==> config.mk <==
export PLATFORM = sky130hd
export DESIGN_NAME = cu_pipe_regs_flat
export DESIGN_NICKNAME = d
export VERILOG_FILES = /design/src/rtl/cu_pipe_regs_if.sv /design/src/rtl/cu_pipe_regs.sv /design/src/flat_wrapper.sv
export SDC_FILE = /design/constraint.sdc
export NUM_CORES = 1
export LEC_CHECK = 0
export BUFFER_PORTS_ARGS = -buffer_cell sky130_fd_sc_hd__buf_2
export CAP_MARGIN = 20
export CORE_ASPECT_RATIO = 2
export CORE_MARGIN = 2
export CORE_UTILIZATION = 54
export DETAILED_ROUTE_END_ITERATION = 8
export GPL_TIMING_DRIVEN = 0
export PLACE_DENSITY = 0.82
export SLEW_MARGIN = 20
export SYNTH_ARGS = -nofsm -noshare
export SYNTH_HDL_FRONTEND = slang
export SYNTH_SLANG_ARGS = --single-unit
==> constraint.sdc <==
create_clock -name clk -period 3.1 [get_ports clk]
set_clock_uncertainty 0.15 [all_clocks]
set_input_delay 0.465 -clock clk [delete_from_list [all_inputs] [get_ports clk]]
set_output_delay 0.465 -clock clk [all_outputs]
set_load 0.02 [all_outputs]
==> src/rtl/cu_pipe_regs_if.sv <==
// Control-word bundle between the stall mux / hazard unit and the pipeline
// control registers. The slave side is the register block itself.
interface cu_pipe_regs_if #(
  parameter int RD_W  = 5,
  parameter int CNT_W = 16
);
  logic             hold;
  logic             flush;

  logic [1:0]       SRD_in;
  logic [1:0]       PSW_LE_RE_in;
  logic             B_in;
  logic             UB_in;
  logic [2:0]       SOH_OP_in;
  logic [3:0]       ALU_OP_in;
  logic [3:0]       RAM_CTRL_in;
  logic             L_in;
  logic             RF_LE_in;
  logic [RD_W-1:0]  RD_in;

  logic [1:0]       EX_SRD;
  logic [1:0]       EX_PSW_LE_RE;
  logic             EX_B;
  logic             EX_UB;
  logic [2:0]       EX_SOH_OP;
  logic [3:0]       EX_ALU_OP;
  logic [3:0]       EX_RAM_CTRL;
  logic             EX_L;
  logic             EX_RF_LE;
  logic [RD_W-1:0]  EX_RD;

  logic [3:0]       MEM_RAM_CTRL;
  logic             MEM_L;
  logic             MEM_RF_LE;
  logic [RD_W-1:0]  MEM_RD;

  logic             WB_RF_LE;
  logic             WB_L;
  logic [RD_W-1:0]  WB_RD;

  logic             EX_valid;
  logic             MEM_valid;
  logic             WB_valid;
  logic [CNT_W-1:0] bubble_cnt;

  modport master (
    output hold, flush,
    output SRD_in, PSW_LE_RE_in, B_in, UB_in, SOH_OP_in, ALU_OP_in,
    output RAM_CTRL_in, L_in, RF_LE_in, RD_in,
    input  EX_SRD, EX_PSW_LE_RE, EX_B, EX_UB, EX_SOH_OP, EX_ALU_OP,
    input  EX_RAM_CTRL, EX_L, EX_RF_LE, EX_RD,
    input  MEM_RAM_CTRL, MEM_L, MEM_RF_LE, MEM_RD,
    input  WB_RF_LE, WB_L, WB_RD,
    input  EX_valid, MEM_valid, WB_valid, bubble_cnt
  );

  modport slave (
    input  hold, flush,
    input  SRD_in, PSW_LE_RE_in, B_in, UB_in, SOH_OP_in, ALU_OP_in,
    input  RAM_CTRL_in, L_in, RF_LE_in, RD_in,
    output EX_SRD, EX_PSW_LE_RE, EX_B, EX_UB, EX_SOH_OP, EX_ALU_OP,
    output EX_RAM_CTRL, EX_L, EX_RF_LE, EX_RD,
    output MEM_RAM_CTRL, MEM_L, MEM_RF_LE, MEM_RD,
    output WB_RF_LE, WB_L, WB_RD,
    output EX_valid, MEM_valid, WB_valid, bubble_cnt
  );
endinterface

==> src/rtl/cu_pipe_regs.sv <==
// ID/EX, EX/MEM and MEM/WB control-word registers with per-stage valid,
// branch squash of ID/EX and a saturating count of bubbles entering ID/EX.
module cu_pipe_regs #(
  parameter int RD_W  = 5,
  parameter int CNT_W = 16
) (
  input logic           clk,
  input logic           reset,
  cu_pipe_regs_if.slave bus
);

  typedef struct packed {
    logic [1:0]      srd;
    logic [1:0]      psw_le_re;
    logic            b;
    logic            ub;
    logic [2:0]      soh_op;
    logic [3:0]      alu_op;
    logic [3:0]      ram_ctrl;
    logic            l;
    logic            rf_le;
    logic [RD_W-1:0] rd;
    logic            valid;
  } idex_t;

  typedef struct packed {
    logic [3:0]      ram_ctrl;
    logic            l;
    logic            rf_le;
    logic [RD_W-1:0] rd;
    logic            valid;
  } exmem_t;

  typedef struct packed {
    logic            rf_le;
    logic            l;
    logic [RD_W-1:0] rd;
    logic            valid;
  } memwb_t;

  idex_t            idex_q, idex_d;
  exmem_t           exmem_q, exmem_d;
  memwb_t           memwb_q, memwb_d;
  logic [CNT_W-1:0] bubble_q;
  logic             word_active;
  logic             cnt_sat;

  // RD is not a control field: a word with only RD set is still a bubble.
  assign word_active = |{bus.SRD_in, bus.PSW_LE_RE_in, bus.B_in, bus.UB_in,
                         bus.SOH_OP_in, bus.ALU_OP_in, bus.RAM_CTRL_in,
                         bus.L_in, bus.RF_LE_in};

  assign cnt_sat = &bubble_q;

  // A bubble is forced to all-zero so RD never leaks to the hazard logic.
  always_comb begin
    idex_d = '0;
    if (!bus.flush && word_active) begin
      idex_d.srd       = bus.SRD_in;
      idex_d.psw_le_re = bus.PSW_LE_RE_in;
      idex_d.b         = bus.B_in;
      idex_d.ub        = bus.UB_in;
      idex_d.soh_op    = bus.SOH_OP_in;
      idex_d.alu_op    = bus.ALU_OP_in;
      idex_d.ram_ctrl  = bus.RAM_CTRL_in;
      idex_d.l         = bus.L_in;
      idex_d.rf_le     = bus.RF_LE_in;
      idex_d.rd        = bus.RD_in;
      idex_d.valid     = 1'b1;
    end
  end

  always_comb begin
    exmem_d          = '0;
    exmem_d.ram_ctrl = idex_q.ram_ctrl;
    exmem_d.l        = idex_q.l;
    exmem_d.rf_le    = idex_q.rf_le;
    exmem_d.rd       = idex_q.rd;
    exmem_d.valid    = idex_q.valid;
  end

  always_comb begin
    memwb_d       = '0;
    memwb_d.rf_le = exmem_q.rf_le;
    memwb_d.l     = exmem_q.l;
    memwb_d.rd    = exmem_q.rd;
    memwb_d.valid = exmem_q.valid;
  end

  always_ff @(posedge clk or posedge reset) begin
    if (reset) begin
      idex_q  <= '0;
      exmem_q <= '0;
      memwb_q <= '0;
    end else if (!bus.hold) begin
      idex_q  <= idex_d;
      exmem_q <= exmem_d;
      memwb_q <= memwb_d;
    end
  end

  always_ff @(posedge clk or posedge reset) begin
    if (reset) begin
      bubble_q <= '0;
    end else if (!bus.hold && !idex_d.valid && !cnt_sat) begin
      bubble_q <= bubble_q + CNT_W'(1);
    end
  end

  assign bus.EX_SRD       = idex_q.srd;
  assign bus.EX_PSW_LE_RE = idex_q.psw_le_re;
  assign bus.EX_B         = idex_q.b;
  assign bus.EX_UB        = idex_q.ub;
  assign bus.EX_SOH_OP    = idex_q.soh_op;
  assign bus.EX_ALU_OP    = idex_q.alu_op;
  assign bus.EX_RAM_CTRL  = idex_q.ram_ctrl;
  assign bus.EX_L         = idex_q.l;
  assign bus.EX_RF_LE     = idex_q.rf_le;
  assign bus.EX_RD        = idex_q.rd;
  assign bus.EX_valid     = idex_q.valid;

  assign bus.MEM_RAM_CTRL = exmem_q.ram_ctrl;
  assign bus.MEM_L        = exmem_q.l;
  assign bus.MEM_RF_LE    = exmem_q.rf_le;
  assign bus.MEM_RD       = exmem_q.rd;
  assign bus.MEM_valid    = exmem_q.valid;

  assign bus.WB_RF_LE     = memwb_q.rf_le;
  assign bus.WB_L         = memwb_q.l;
  assign bus.WB_RD        = memwb_q.rd;
  assign bus.WB_valid     = memwb_q.valid;

  assign bus.bubble_cnt   = bubble_q;

endmodule
==> src/flat_wrapper.sv <==
// flat-port wrapper written by rule: the top's interface ports become plain ports
module cu_pipe_regs_flat 
#(
  parameter int RD_W  = 5,
  parameter int CNT_W = 16
)
  (clk, reset, bus_hold, bus_flush, bus_SRD_in, bus_PSW_LE_RE_in, bus_B_in, bus_UB_in, bus_SOH_OP_in, bus_ALU_OP_in, bus_RAM_CTRL_in, bus_L_in, bus_RF_LE_in, bus_RD_in, bus_EX_SRD, bus_EX_PSW_LE_RE, bus_EX_B, bus_EX_UB, bus_EX_SOH_OP, bus_EX_ALU_OP, bus_EX_RAM_CTRL, bus_EX_L, bus_EX_RF_LE, bus_EX_RD, bus_MEM_RAM_CTRL, bus_MEM_L, bus_MEM_RF_LE, bus_MEM_RD, bus_WB_RF_LE, bus_WB_L, bus_WB_RD, bus_EX_valid, bus_MEM_valid, bus_WB_valid, bus_bubble_cnt);
  cu_pipe_regs_if #(.RD_W(RD_W), .CNT_W(CNT_W)) bus_i ();
  input logic clk;
  input logic reset;
  input wire logic [$bits(bus_i.hold)-1:0] bus_hold;
  input wire logic [$bits(bus_i.flush)-1:0] bus_flush;
  input wire logic [$bits(bus_i.SRD_in)-1:0] bus_SRD_in;
  input wire logic [$bits(bus_i.PSW_LE_RE_in)-1:0] bus_PSW_LE_RE_in;
  input wire logic [$bits(bus_i.B_in)-1:0] bus_B_in;
  input wire logic [$bits(bus_i.UB_in)-1:0] bus_UB_in;
  input wire logic [$bits(bus_i.SOH_OP_in)-1:0] bus_SOH_OP_in;
  input wire logic [$bits(bus_i.ALU_OP_in)-1:0] bus_ALU_OP_in;
  input wire logic [$bits(bus_i.RAM_CTRL_in)-1:0] bus_RAM_CTRL_in;
  input wire logic [$bits(bus_i.L_in)-1:0] bus_L_in;
  input wire logic [$bits(bus_i.RF_LE_in)-1:0] bus_RF_LE_in;
  input wire logic [$bits(bus_i.RD_in)-1:0] bus_RD_in;
  output wire logic [$bits(bus_i.EX_SRD)-1:0] bus_EX_SRD;
  output wire logic [$bits(bus_i.EX_PSW_LE_RE)-1:0] bus_EX_PSW_LE_RE;
  output wire logic [$bits(bus_i.EX_B)-1:0] bus_EX_B;
  output wire logic [$bits(bus_i.EX_UB)-1:0] bus_EX_UB;
  output wire logic [$bits(bus_i.EX_SOH_OP)-1:0] bus_EX_SOH_OP;
  output wire logic [$bits(bus_i.EX_ALU_OP)-1:0] bus_EX_ALU_OP;
  output wire logic [$bits(bus_i.EX_RAM_CTRL)-1:0] bus_EX_RAM_CTRL;
  output wire logic [$bits(bus_i.EX_L)-1:0] bus_EX_L;
  output wire logic [$bits(bus_i.EX_RF_LE)-1:0] bus_EX_RF_LE;
  output wire logic [$bits(bus_i.EX_RD)-1:0] bus_EX_RD;
  output wire logic [$bits(bus_i.MEM_RAM_CTRL)-1:0] bus_MEM_RAM_CTRL;
  output wire logic [$bits(bus_i.MEM_L)-1:0] bus_MEM_L;
  output wire logic [$bits(bus_i.MEM_RF_LE)-1:0] bus_MEM_RF_LE;
  output wire logic [$bits(bus_i.MEM_RD)-1:0] bus_MEM_RD;
  output wire logic [$bits(bus_i.WB_RF_LE)-1:0] bus_WB_RF_LE;
  output wire logic [$bits(bus_i.WB_L)-1:0] bus_WB_L;
  output wire logic [$bits(bus_i.WB_RD)-1:0] bus_WB_RD;
  output wire logic [$bits(bus_i.EX_valid)-1:0] bus_EX_valid;
  output wire logic [$bits(bus_i.MEM_valid)-1:0] bus_MEM_valid;
  output wire logic [$bits(bus_i.WB_valid)-1:0] bus_WB_valid;
  output wire logic [$bits(bus_i.bubble_cnt)-1:0] bus_bubble_cnt;
  assign bus_i.hold = bus_hold;
  assign bus_i.flush = bus_flush;
  assign bus_i.SRD_in = bus_SRD_in;
  assign bus_i.PSW_LE_RE_in = bus_PSW_LE_RE_in;
  assign bus_i.B_in = bus_B_in;
  assign bus_i.UB_in = bus_UB_in;
  assign bus_i.SOH_OP_in = bus_SOH_OP_in;
  assign bus_i.ALU_OP_in = bus_ALU_OP_in;
  assign bus_i.RAM_CTRL_in = bus_RAM_CTRL_in;
  assign bus_i.L_in = bus_L_in;
  assign bus_i.RF_LE_in = bus_RF_LE_in;
  assign bus_i.RD_in = bus_RD_in;
  assign bus_EX_SRD = bus_i.EX_SRD;
  assign bus_EX_PSW_LE_RE = bus_i.EX_PSW_LE_RE;
  assign bus_EX_B = bus_i.EX_B;
  assign bus_EX_UB = bus_i.EX_UB;
  assign bus_EX_SOH_OP = bus_i.EX_SOH_OP;
  assign bus_EX_ALU_OP = bus_i.EX_ALU_OP;
  assign bus_EX_RAM_CTRL = bus_i.EX_RAM_CTRL;
  assign bus_EX_L = bus_i.EX_L;
  assign bus_EX_RF_LE = bus_i.EX_RF_LE;
  assign bus_EX_RD = bus_i.EX_RD;
  assign bus_MEM_RAM_CTRL = bus_i.MEM_RAM_CTRL;
  assign bus_MEM_L = bus_i.MEM_L;
  assign bus_MEM_RF_LE = bus_i.MEM_RF_LE;
  assign bus_MEM_RD = bus_i.MEM_RD;
  assign bus_WB_RF_LE = bus_i.WB_RF_LE;
  assign bus_WB_L = bus_i.WB_L;
  assign bus_WB_RD = bus_i.WB_RD;
  assign bus_EX_valid = bus_i.EX_valid;
  assign bus_MEM_valid = bus_i.MEM_valid;
  assign bus_WB_valid = bus_i.WB_valid;
  assign bus_bubble_cnt = bus_i.bubble_cnt;
  cu_pipe_regs #(.RD_W(RD_W), .CNT_W(CNT_W)) u_core (.clk(clk), .reset(reset), .bus(bus_i));
endmodule
==> impl_metrics.tcl <==
set metrics [dict create \
    yosys.cell_types.count 26 \
    io_pins 89 \
    synth_area_leaders "dfrtp_1 (58%), mux2_2 (9.8%), nand2_1 (7.3%)" \
    via_per_inst 5.37 \
    tightest_slew_ns 0.724 \
    start_util_pct 55.2 \
    setup_viol 0 \
    seq_area_frac_synth_pct 57.9 \
    synth_largest_area_cell "dfrtp_1" \
    criticalPathCategory "reg2reg" \
    die_area_um2 5490 \
    h-tree-depth 3 \
    vdd_drop_max_uv 602 \
    area_growth_pct 27.5 \
    syn_nets 262 \
    firstDrtPassIters 4 \
    ys_ff_latch 61 \
    worstPathArrival_ns 2.23 \
    rsz0062_at_grt "false" \
    synthArstFlopShare_pct 100 \
    final_util_pct 70.4 \
    syn_inst 233 \
    layout.nets 361 \
    drive_gt1_share_pct 41.2 \
    cap_violations 0 \
    hold_viol 0 \
    relSlewSlack_pct 51.8 \
    nFillCells 379 \
    dieHeight_um 103 \
    post_cts_resized 0 \
    synth_most_common_cell "dfrtp_1" \
    clockRootBuffer "clkbuf_8" \
    core-area_um2 4770 \
    routabilityCongestion 0.772 \
    cts_sinks 61 \
    min_path_type "in2async" \
    avgSynthCellArea_um2 11.3 \
    antenna_found_initial 0 \
    end_kind "flop" \
    slew_violations 0 \
    clock_latency_ns 0.33 \
    antenna-diode-count 0 \
    rows 36 \
    clk_path_buf_depth 2 \
    clkSlewWorstSetupHoldPaths_ns 0.07 \
    cts_made_buffers 9 \
    cts_tree "yes" \
    ys_warn_count 0 \
    synth-edff-count 0 \
    grt_start_max_net_pins 62 \
    wl_per_cell_um 14.9 \
    fp.dieW_um 53.4 \
    synthTopCellsByCount "dfrtp_1 (61), nand2_1 (51), o21ai_0 (24), mux2_2 (23), xor2_1 (13)" \
    leakagePower_nw 1.71 \
    powerDensity_nw_per_um2 648 \
    syn-cell-area_um2 2640 \
    dp_hpwl_um 4220 \
    drc_errors 0 \
    crit_fanout 5 \
    ys.flop_type "dfrtp_1" \
    track_usage_pct 24.0 \
    grt-ovfl-total 0 \
    routed_wl_um 5860 \
    reg2reg_depth 6 \
    portBuffers 88 \
    drtIter0Drc 57 \
    fin_crit_ns 2.13 \
    tns_ns 0 \
    clock.fmax_ghz 0.470 \
    grt_pass1_vias 2109 \
    ant_nets 0 \
    vias 2117 \
    synth_top_area_share_pct 57.9 \
    cts_hold_buf 0 \
    cts_setup_buffers 0 \
    finalCritPeriodShare_pct 68.7 \
    start_kind "flop" \
    outcome "finished clean" \
    grt_first_pass_wirelength_um 9560 \
    worstPathRequired_ns 3.21 \
]
## final timing paths
check                                       endpoint  slack [ns]                startpoint
max reg2reg                u_core.bus.bubble_cnt[13]        0.97  u_core.bus.bubble_cnt[0]
max in group asynchronous   u_core.bus.bubble_cnt[4]        2.21                     reset
max                        u_core.bus.bubble_cnt[13]        0.97  u_core.bus.bubble_cnt[0]
min in group clk                     u_core.bus.EX_B        0.22                 bus_flush
min reg2reg                  u_core.bus.EX_ALU_OP[1]        0.34   u_core.bus.EX_ALU_OP[1]
min                        u_core.bus.bubble_cnt[14]        0.11                     reset
## cell usage in the layout, fill, tap and decap left out, types with 2 or more instances in the layout
cell type,count
buf_2,89
dfrtp_1,61
nand2_1,51
o21ai_0,24
mux2_2,23
xor2_1,13
clkbuf_8,11
clkbuf_1,10
nor3_1,7
nor4_1,7
nand3_1,4
nand4_1,4
nor2_1,4
nand2b_1,4
nor4_4,3
nand4_2,2
nor4b_1,2
nor4_2,2
or4_1,2
clkinvlp_4,2
## routing by layer
metal  part of all wire (%)  track usage, %
met1                     41            30.9
met3                    8.2            7.25
met5                      0               0
met2                     50            36.4
met4                    1.5            11.8
## registers in the layout (all words and copies together) (netlist names), 3 cells and up
signal                   cells
u_core.bus.EX_RD             5
u_core.bus.EX_ALU_OP         4
u_core.bus.EX_RAM_CTRL       4
u_core.bus.MEM_RAM_CTRL      4
u_core.bus.MEM_RD            5
u_core.bus.WB_RD             5
u_core.bus.EX_SOH_OP         3
u_core.bus.bubble_cnt       16
## report_power, final
part	total, W	switching (W)	internal, W	leakage (nW)
Clock	0.000727	0.000313	0.000415	0.102
Sequential	0.00100	0.000104	0.000900	0.783
Combinational	0.000447	0.000280	0.000167	0.828
Total	0.00218	0.000697	0.00148	1.71
## metrics by stage
step	total power [W]	setup slack [ns]	instance area, um^2	std cells	hold slack, ns
after floorplan	0.00129	0.972	2640	233	0.422
after global placement	0.00145	0.352	3150	378	0.313
after detailed placement	0.00147	0.806	3150	378	0.327
after CTS	0.00220	0.952	3360	394	0.122
after global routing	0.00228	0.827	3360	394	0.165
final	0.00218	0.971	3360	394	0.106
## cells by family after synthesis
family	after synthesis	synth area share, %
simple gates	95	20.0
flops	61	57.9
compound gates	25	4.89
mux	23	9.83
xor+xnor	14	4.65
buf+inv	14	2.18
fa+ha+maj	1	0.475
## critical path, cell delays in order (launching register included)
cell,delay (ns)
dfrtp_1,0.43
ha_1,0.27
nand4_2,0.15
nor3_1,0.07
or4_4,0.58
nor4_4,0.24
xor2_1,0.17
## cell type report
class	instances	area, um^2	share of cell area, %
Timing Repair Buffer	88	440	13.1
Clock buffer	11	151	4.51
Multi-Input combinational cell	158	1050	31.3
Tap cell	57	71.3	2.12
Buffer	12	50.0	1.49
Sequential cell	61	1530	45.4
Clock inverter	5	58.8	1.75
Inverter	2	10.0	0.298
No activity file was read; power rests on OpenSTA's default activity.
